[config.mk]
export PLATFORM = sky130hd
export DESIGN_NAME = id_ex_operand_stage
export DESIGN_NICKNAME = d
export VERILOG_FILES = /design/src/rtl/id_ex_operand_stage.sv
export SDC_FILE = /design/constraint.sdc
export NUM_CORES = 1
export LEC_CHECK = 0
export ABC_CLOCK_PERIOD_IN_PS = 2950
export BUFFER_PORTS_ARGS = -buffer_cell sky130_fd_sc_hd__buf_2
export CORE_AREA = 2 2 146 148
export DETAILED_ROUTE_END_ITERATION = 12
export DIE_AREA = 0 0 148 150
export HOLD_SLACK_MARGIN = 0.06
export PLACE_DENSITY = 0.66
export SYNTH_ARGS = -nofsm -noshare
export SYNTH_HDL_FRONTEND = slang
export SYNTH_SLANG_ARGS = --single-unit
[constraint.sdc]
create_clock -name CLK -period 2.95 [get_ports CLK]
set_input_delay 0.1475 -clock CLK [delete_from_list [all_inputs] [get_ports CLK]]
set_output_delay 0.1475 -clock CLK [all_outputs]
set_load 0.02 [all_outputs]
[src/rtl/id_ex_operand_stage.sv]
// ID/EX pipeline register with MEM/WB operand forwarding, ALU operand select
// and load-use hazard detection.
module id_ex_operand_stage #(
  parameter int unsigned XLEN   = 32,
  parameter int unsigned REGIDX = 5
) (
  input  logic              CLK,
  input  logic              RST,
  input  logic              FLUSH,
  input  logic              ID_VALID,
  input  logic [XLEN-1:0]   ID_PC,
  input  logic [XLEN-1:0]   ID_RS1_DATA,
  input  logic [XLEN-1:0]   ID_RS2_DATA,
  input  logic [XLEN-1:0]   ID_IMM,
  input  logic [REGIDX-1:0] ID_RS1,
  input  logic [REGIDX-1:0] ID_RS2,
  input  logic [REGIDX-1:0] ID_RD,
  input  logic              ID_USE_RS1,
  input  logic              ID_USE_RS2,
  input  logic [3:0]        ID_ALU_OP,
  input  logic [1:0]        ID_ALUSRC_A,
  input  logic              ID_ALUSRC_B,
  input  logic              ID_MEM_READ,
  input  logic              ID_MEM_WRITE,
  input  logic              ID_REG_WRITE,
  input  logic              MEM_REG_WRITE,
  input  logic [REGIDX-1:0] MEM_RD,
  input  logic [XLEN-1:0]   MEM_RESULT,
  input  logic              WB_REG_WRITE,
  input  logic [REGIDX-1:0] WB_RD,
  input  logic [XLEN-1:0]   WB_DATA,
  output logic [XLEN-1:0]   A,
  output logic [XLEN-1:0]   B,
  output logic [3:0]        OPERATION,
  output logic              EX_VALID,
  output logic [XLEN-1:0]   EX_PC,
  output logic [XLEN-1:0]   EX_STORE_DATA,
  output logic [REGIDX-1:0] EX_RD,
  output logic              EX_MEM_READ,
  output logic              EX_MEM_WRITE,
  output logic              EX_REG_WRITE,
  output logic              STALL
);

  typedef struct packed {
    logic              valid;
    logic [XLEN-1:0]   pc;
    logic [XLEN-1:0]   rs1_data;
    logic [XLEN-1:0]   rs2_data;
    logic [XLEN-1:0]   imm;
    logic [REGIDX-1:0] rs1;
    logic [REGIDX-1:0] rs2;
    logic [REGIDX-1:0] rd;
    logic [3:0]        alu_op;
    logic [1:0]        src_a;
    logic              src_b;
    logic              mem_read;
    logic              mem_write;
    logic              reg_write;
  } stage_t;

  stage_t            stage_d, stage_q;
  logic              stall_c;
  logic [XLEN-1:0]   rs1_fwd, rs2_fwd;

  // Load in EX whose rd is read by the instruction in ID.
  always_comb begin
    stall_c = stage_q.valid && stage_q.mem_read && (stage_q.rd != '0) && ID_VALID &&
              ((ID_USE_RS1 && (ID_RS1 == stage_q.rd)) ||
               (ID_USE_RS2 && (ID_RS2 == stage_q.rd)));
  end

  // Next stage contents: a zeroed bubble on flush or stall, otherwise capture ID.
  always_comb begin
    stage_d = '0;
    if (!(FLUSH || stall_c)) begin
      stage_d.valid     = ID_VALID;
      stage_d.pc        = ID_PC;
      stage_d.rs1_data  = ID_RS1_DATA;
      stage_d.rs2_data  = ID_RS2_DATA;
      stage_d.imm       = ID_IMM;
      stage_d.rs1       = ID_RS1;
      stage_d.rs2       = ID_RS2;
      stage_d.rd        = ID_RD;
      stage_d.alu_op    = ID_ALU_OP;
      stage_d.src_a     = ID_ALUSRC_A;
      stage_d.src_b     = ID_ALUSRC_B;
      stage_d.mem_read  = ID_MEM_READ;
      stage_d.mem_write = ID_MEM_WRITE;
      stage_d.reg_write = ID_REG_WRITE;
    end
  end

  always_ff @(posedge CLK) begin
    if (RST) stage_q <= '0;
    else     stage_q <= stage_d;
  end

  // MEM beats WB; x0 is never forwarded.
  always_comb begin
    rs1_fwd = stage_q.rs1_data;
    if (MEM_REG_WRITE && (MEM_RD != '0) && (MEM_RD == stage_q.rs1))
      rs1_fwd = MEM_RESULT;
    else if (WB_REG_WRITE && (WB_RD != '0) && (WB_RD == stage_q.rs1))
      rs1_fwd = WB_DATA;

    rs2_fwd = stage_q.rs2_data;
    if (MEM_REG_WRITE && (MEM_RD != '0) && (MEM_RD == stage_q.rs2))
      rs2_fwd = MEM_RESULT;
    else if (WB_REG_WRITE && (WB_RD != '0) && (WB_RD == stage_q.rs2))
      rs2_fwd = WB_DATA;
  end

  always_comb begin
    case (stage_q.src_a)
      2'd0:    A = rs1_fwd;
      2'd1:    A = stage_q.pc;
      default: A = '0;
    endcase
    B             = stage_q.src_b ? stage_q.imm : rs2_fwd;
    OPERATION     = stage_q.valid ? stage_q.alu_op : 4'd0;
    EX_VALID      = stage_q.valid;
    EX_PC         = stage_q.pc;
    EX_STORE_DATA = rs2_fwd;
    EX_RD         = stage_q.rd;
    EX_MEM_READ   = stage_q.mem_read  && stage_q.valid;
    EX_MEM_WRITE  = stage_q.mem_write && stage_q.valid;
    EX_REG_WRITE  = stage_q.reg_write && stage_q.valid;
    STALL         = stall_c;
  end

endmodule
Word level (Yosys, flattened, before mapping)
Cells that the tools add are included.
{"block": "totals", "reg_bits": 154, "input_bits": 235, "wordCells": 49}
{"block": "op_classes", "eq_ne": 7, "mux": 7, "reduce_logical": 21}
{"cell": "32-bit two-way mux", "n": 5}
{"cell": "32-bit one-hot mux with 2 select lines", "n": 1}
{"cell": "5-bit equality test", "n": 6}
{"cell": "5-bit nonzero test", "n": 3}
{"cell": "1-bit logical AND", "n": 14}
{"cell": "4-bit two-way mux", "n": 1}
{"cell": "2-bit by 1-bit equality test with 1-bit output (second input constant)", "n": 1}
{"cell": "2-bit zero test", "n": 1}
{"cell": "1-bit logical OR", "n": 2}
{"cell": "2-bit OR reduction", "n": 1}

Depth between registers and ports, before layout
{"block": "logic_depth", "word_depth": 6, "ltp_mapped": 7, "depth_no_buf": 5}

Worst setup path after synthesis
No wires, ideal clock.
{"block": "synth_path", "path_type": "input port to output port", "startpoint": "in MEM_RD[1]", "endpoint": "out B[10]", "t_arrival_ns": 2.015, "required_ns": 2.803, "path_slack_ns": 0.787, "cell_stages": 7, "path_cell_list": "or4_1 o211ai_1 or2_2 buf_2 clkbuf_1 nor2_1 o31ai_1"}
{"block": "synth_via", "elab_chain_len": 5}
{"element": "start: declaration", "line_no": "27", "rtl": "input logic [REGIDX-1:0] MEM_RD,"}
{"element": "5-bit nonzero test", "line_no": "108", "rtl": "if (MEM_REG_WRITE && (MEM_RD != '0) && (MEM_RD == stage_q.rs2))"}
{"element": "1-bit logical AND", "line_no": "108"}
{"element": "1-bit logical AND *", "line_no": "108"}
{"element": "32-bit two-way mux *", "line_no": "108"}
{"element": "32-bit two-way mux *", "line_no": "120", "rtl": "B = stage_q.src_b ? stage_q.imm : rs2_fwd;"}
{"element": "end: declaration", "line_no": "33", "rtl": "output logic [XLEN-1:0] B,"}
Mark *: on every way between the ends. The rest lies on a longest branch, timed or not.

Final worst setup path
{"block": "layout_path", "startpoint": "reg stage_q[16] in the netlist's numbering", "endpoint": "out B[30]"}
{"block": "layout_via", "elab_chain_len": 5}
{"element": "start: declaration", "line_no": "62", "rtl": "stage_t stage_d, stage_q;"}
{"element": "start signal: assignment", "line_no": "96", "rtl": "else stage_q <= stage_d;"}
{"element": "5-bit equality test", "line_no": "110", "rtl": "else if (WB_REG_WRITE && (WB_RD != '0) && (WB_RD == stage_q.rs2))"}
{"element": "1-bit logical AND", "line_no": "110"}
{"element": "32-bit two-way mux", "line_no": "110"}
{"element": "32-bit two-way mux *", "line_no": "108"}
{"element": "32-bit two-way mux *", "line_no": "120"}
Marked as above.

==> summary.md <==
| Metric | Value |
|---|---|
| Pwr dens | 494.6 nW/um2 |
| Die width | 148 um |
| Total setup violations reported at the end of the flow | 0 |
| Type of origin of the critical path | register |
| MaxCap Viol Count | 0 |
| CTS tree | built |
| Final standard cell area without fillers | between 10000 and 15000 um2 |
| Leakage power total | ~5.1 nW |
| Number of optimization iterations in the first detailed-route pass | 5 |
| Share of synthesized registers carrying an async set or reset | 0% |
| Hold Path Class | input pin to register |
| Net Sw Power | 1.480 mW |
| First DRT Iteration DRCs | 448 |
| Post CTS Setup Buffer Count | 0 |
| Maximum clock insertion buffer count | 2 |
| Placement Rows | 53 |
| Int Pwr | 3.990 mW |
| Final #Nets | 1502 |
| Antenna violations before repair | 0 |
| Critical path data arrival time | 2630 ps |
| Required time reported for the critical path endpoint | approximately 2800 ps |
| Detailed-route DRC error count | 0 |
| Die Footprint | 22200 um2 |
| Flip-flop and latch count after synthesis | roughly 150 |
| Root cell of the clock tree | clkbuf_16 |
| Relative contribution of combinational cells to total power | 17.5% |
| Post-Syn Area | 6997 um2 |
| Syn-to-layout area delta | 58.07% |
| Result of the run | finished clean |
| Final clock period utilization by the worst path | a little over nine tenths |
| Area fraction of the dominant cell type after synthesis | 44.06% |
| Fraction of layout instances using a drive strength above 1 | 36.48% |
| Top cells by area, synth | dfxtp_1, and2_1, a221oi_1 |
| Number of hold violations in the final report | 0 |
| Core region area | 20690 um2 |
| Net switching fraction of the power | ~27% |
| Synthesized netlist cell count | 794 |
| Critical Setup Path Class | register to output port |
| Leftover overflow at the end of global routing | 0 |
| Chip height | 150 um |
| Antenna diode instance count | 0 |
| Endpoint kind of the worst setup timing path | output port |
| Global-route met1 utilization | 26.18% |
| Commonest cells after routing, fill and taps aside | buf_2, and2_1, dlygate4sd3_1 |
| Average via count per standard cell | 4.916 |
| Post-synthesis net count | 1029 |
| Initial core utilization | about a third |
| Fraction of power consumed by the clock network | 42.1% |
| Count of H-tree levels built during CTS | 4 |
| Met3 usage in global routing | between 5 and 6% |
| Unrepaired setup endpoints after global routing | no |
| GRT Overall Usage | about a quarter |
| Largest net degree at the start of global routing | 88 |
| Transition time at the pin with the least slew margin | 811.7 ps |
| Yosys warning count | 0 |
| Post-layout min period | 2776 ps |
| Reg power frac | 40.4% |
| Max-slew violation count | 0 |
| Cell taking the most area after synthesis | dfxtp_1 |
| Detailed Route WL | 27480 um |
| Flip-flop cell with the highest count after synthesis | dfxtp_1 |
| Post-Synthesis Mean Instance Area | 8.812 um2 |
| Met2 GRT Util | 41.88% |
| Total via count in the routed design | 7644 |
| Count of buffers inserted at the top-level ports | 376 |
| Largest voltage drop on the vdd net | about 0.33 mV |
| Fraction of the yosys area taken by sequential cells | approximately 44% |
| Post-route clock skew | 12.27 ps |
| Most frequent standard cell in the layout excluding fill and tap cells | buf_2 |
| Wire length of the first global-routing pass | slightly above 40000 um |
| Post-detailed-placement half-perimeter wirelength | 18640 um |
| Worst relative slew slack | 45.89% |
| Ports placed on the boundary | roughly 380 |
| Aggregate negative setup slack | 0 ps |
| Final routed wire length divided by cell count | 17.67 um |
| Global placer's final weighted congestion | 0.8382 |
| Number of buffers created by CTS | 17 |
| Clock edge transition at the registers on the reported setup and hold paths | roughly 70 ps |
| Antenna Violating Nets Remaining | 0 |
| Highest net fanout along the worst path | 16 |
| Peak Freq | 360.3 MHz |
| Placed Instance Area | ~8900 um2 |
| Global routing's busiest layer | met2 |
| Skew-Pair Late Insertion Delay | between 400 and 500 ps |
| Number of clock sinks seen by CTS | 154 |
| EDFF count, synth | 0 |
| Number of distinct standard cells referenced by the synthesized netlist | 30 |
| Via count of the first global-routing pass | 7960 |
## timing repair
action	in CTS	in global routing
hold endpoints to repair	154	0
gates resized for setup	0	1
endpoints found under the setup margin	0	1
hold buffers	154	0
## flip-flops by register name, indices dropped and copies added (netlist names)
name / count
EX_RD: 5
stage_q: 116
EX_PC: 32
EX_VALID: 1
## cells in the mapped netlist, types with 26 or more instances
master and n:
and2_1 165, dfxtp_1 154, nand2_1 70, nor2_1 68
a221oi_1 64, o21ai_0 60, clkbuf_1 45, buf_4 37
o31ai_1 32, and2_2 29, xnor2_1 26
## metrics by stage
step                      cells  hold slack [ps]  worst slack, ps  total power [mW]  utilization (%)
after detailed placement   1368            348.6            503.2             3.030            42.99
after CTS                  1554            264.7            90.12             5.513            53.40
after floorplan             794            269.2            787.2             2.694                -
final                      1555            276.2            174.3             5.470            53.45
after global routing       1555            272.0            4.052             5.702            53.45
after global placement     1368            345.9            493.3             3.023            42.99
## kinds of logic (layout without fill, tap and decap cells)
| family | count (synthesis) | count (layout) | share of synthesized area (%) |
|---|---|---|---|
| xor+xnor | 30 | 30 | 3.755 |
| simple gates | 346 | 347 | 26.63 |
| buf+inv | 97 | 582 | 8.655 |
| flops | 154 | 154 | 44.06 |
| compound gates | 167 | 167 | 16.90 |
## per-layer routing
layer / vias up / part of all wire (%) / wire length (um)
li1: 3615 / - / -
met1: 3528 / 39 / 10590
met2: 425 / 50 / 13710
met3: 76 / 7.7 / 2123
met4: 0 / 3.8 / 1052
met5: - / 0 / 0
## worst max-delay path, cell delays in order (launching register included)
cell and delay, ps:
dfxtp_1 370, xnor2_1 140, nand4_1 340, nor2_4 620, a221oi_1 220, o31ai_1 300, buf_2 220
## power by group through the flow
stage / Clock, mW / Sequential, mW / Combinational [mW]
5_1_grt: 2.46 / 2.21 / 1.03
3_5_place_dp: 0 / 2.25 / 0.776
4_1_cts: 2.36 / 2.21 / 0.943
2_1_floorplan: 0 / 2.24 / 0.459
6_report: 2.31 / 2.21 / 0.956
3_3_place_gp: 0 / 2.25 / 0.771
## cell type report
type	count	area [um2]
clock inverter	15	187.7
clock buffer	17	425.4
fill	1906	9630
sequential	154	3084
tap	275	344.1
timing repair buffer	550	3661
multi-input combinational	544	3357
## worst paths after layout
| path | start | end | slack (ps) | depth (start not counted) |
|---|---|---|---|---|
| worst min-delay path | RST | stage_q[0] | 280 | 4 |
| worst max-delay path | stage_q[16] | B[30] | 170 | 6 |
| worst max register to register | EX_RD[1] | stage_q[88] | 800 | 5 |
| worst min register to register | stage_q[2] | stage_q[0] | 1140 | 5 |
No activity file was read; power rests on OpenSTA's default activity.
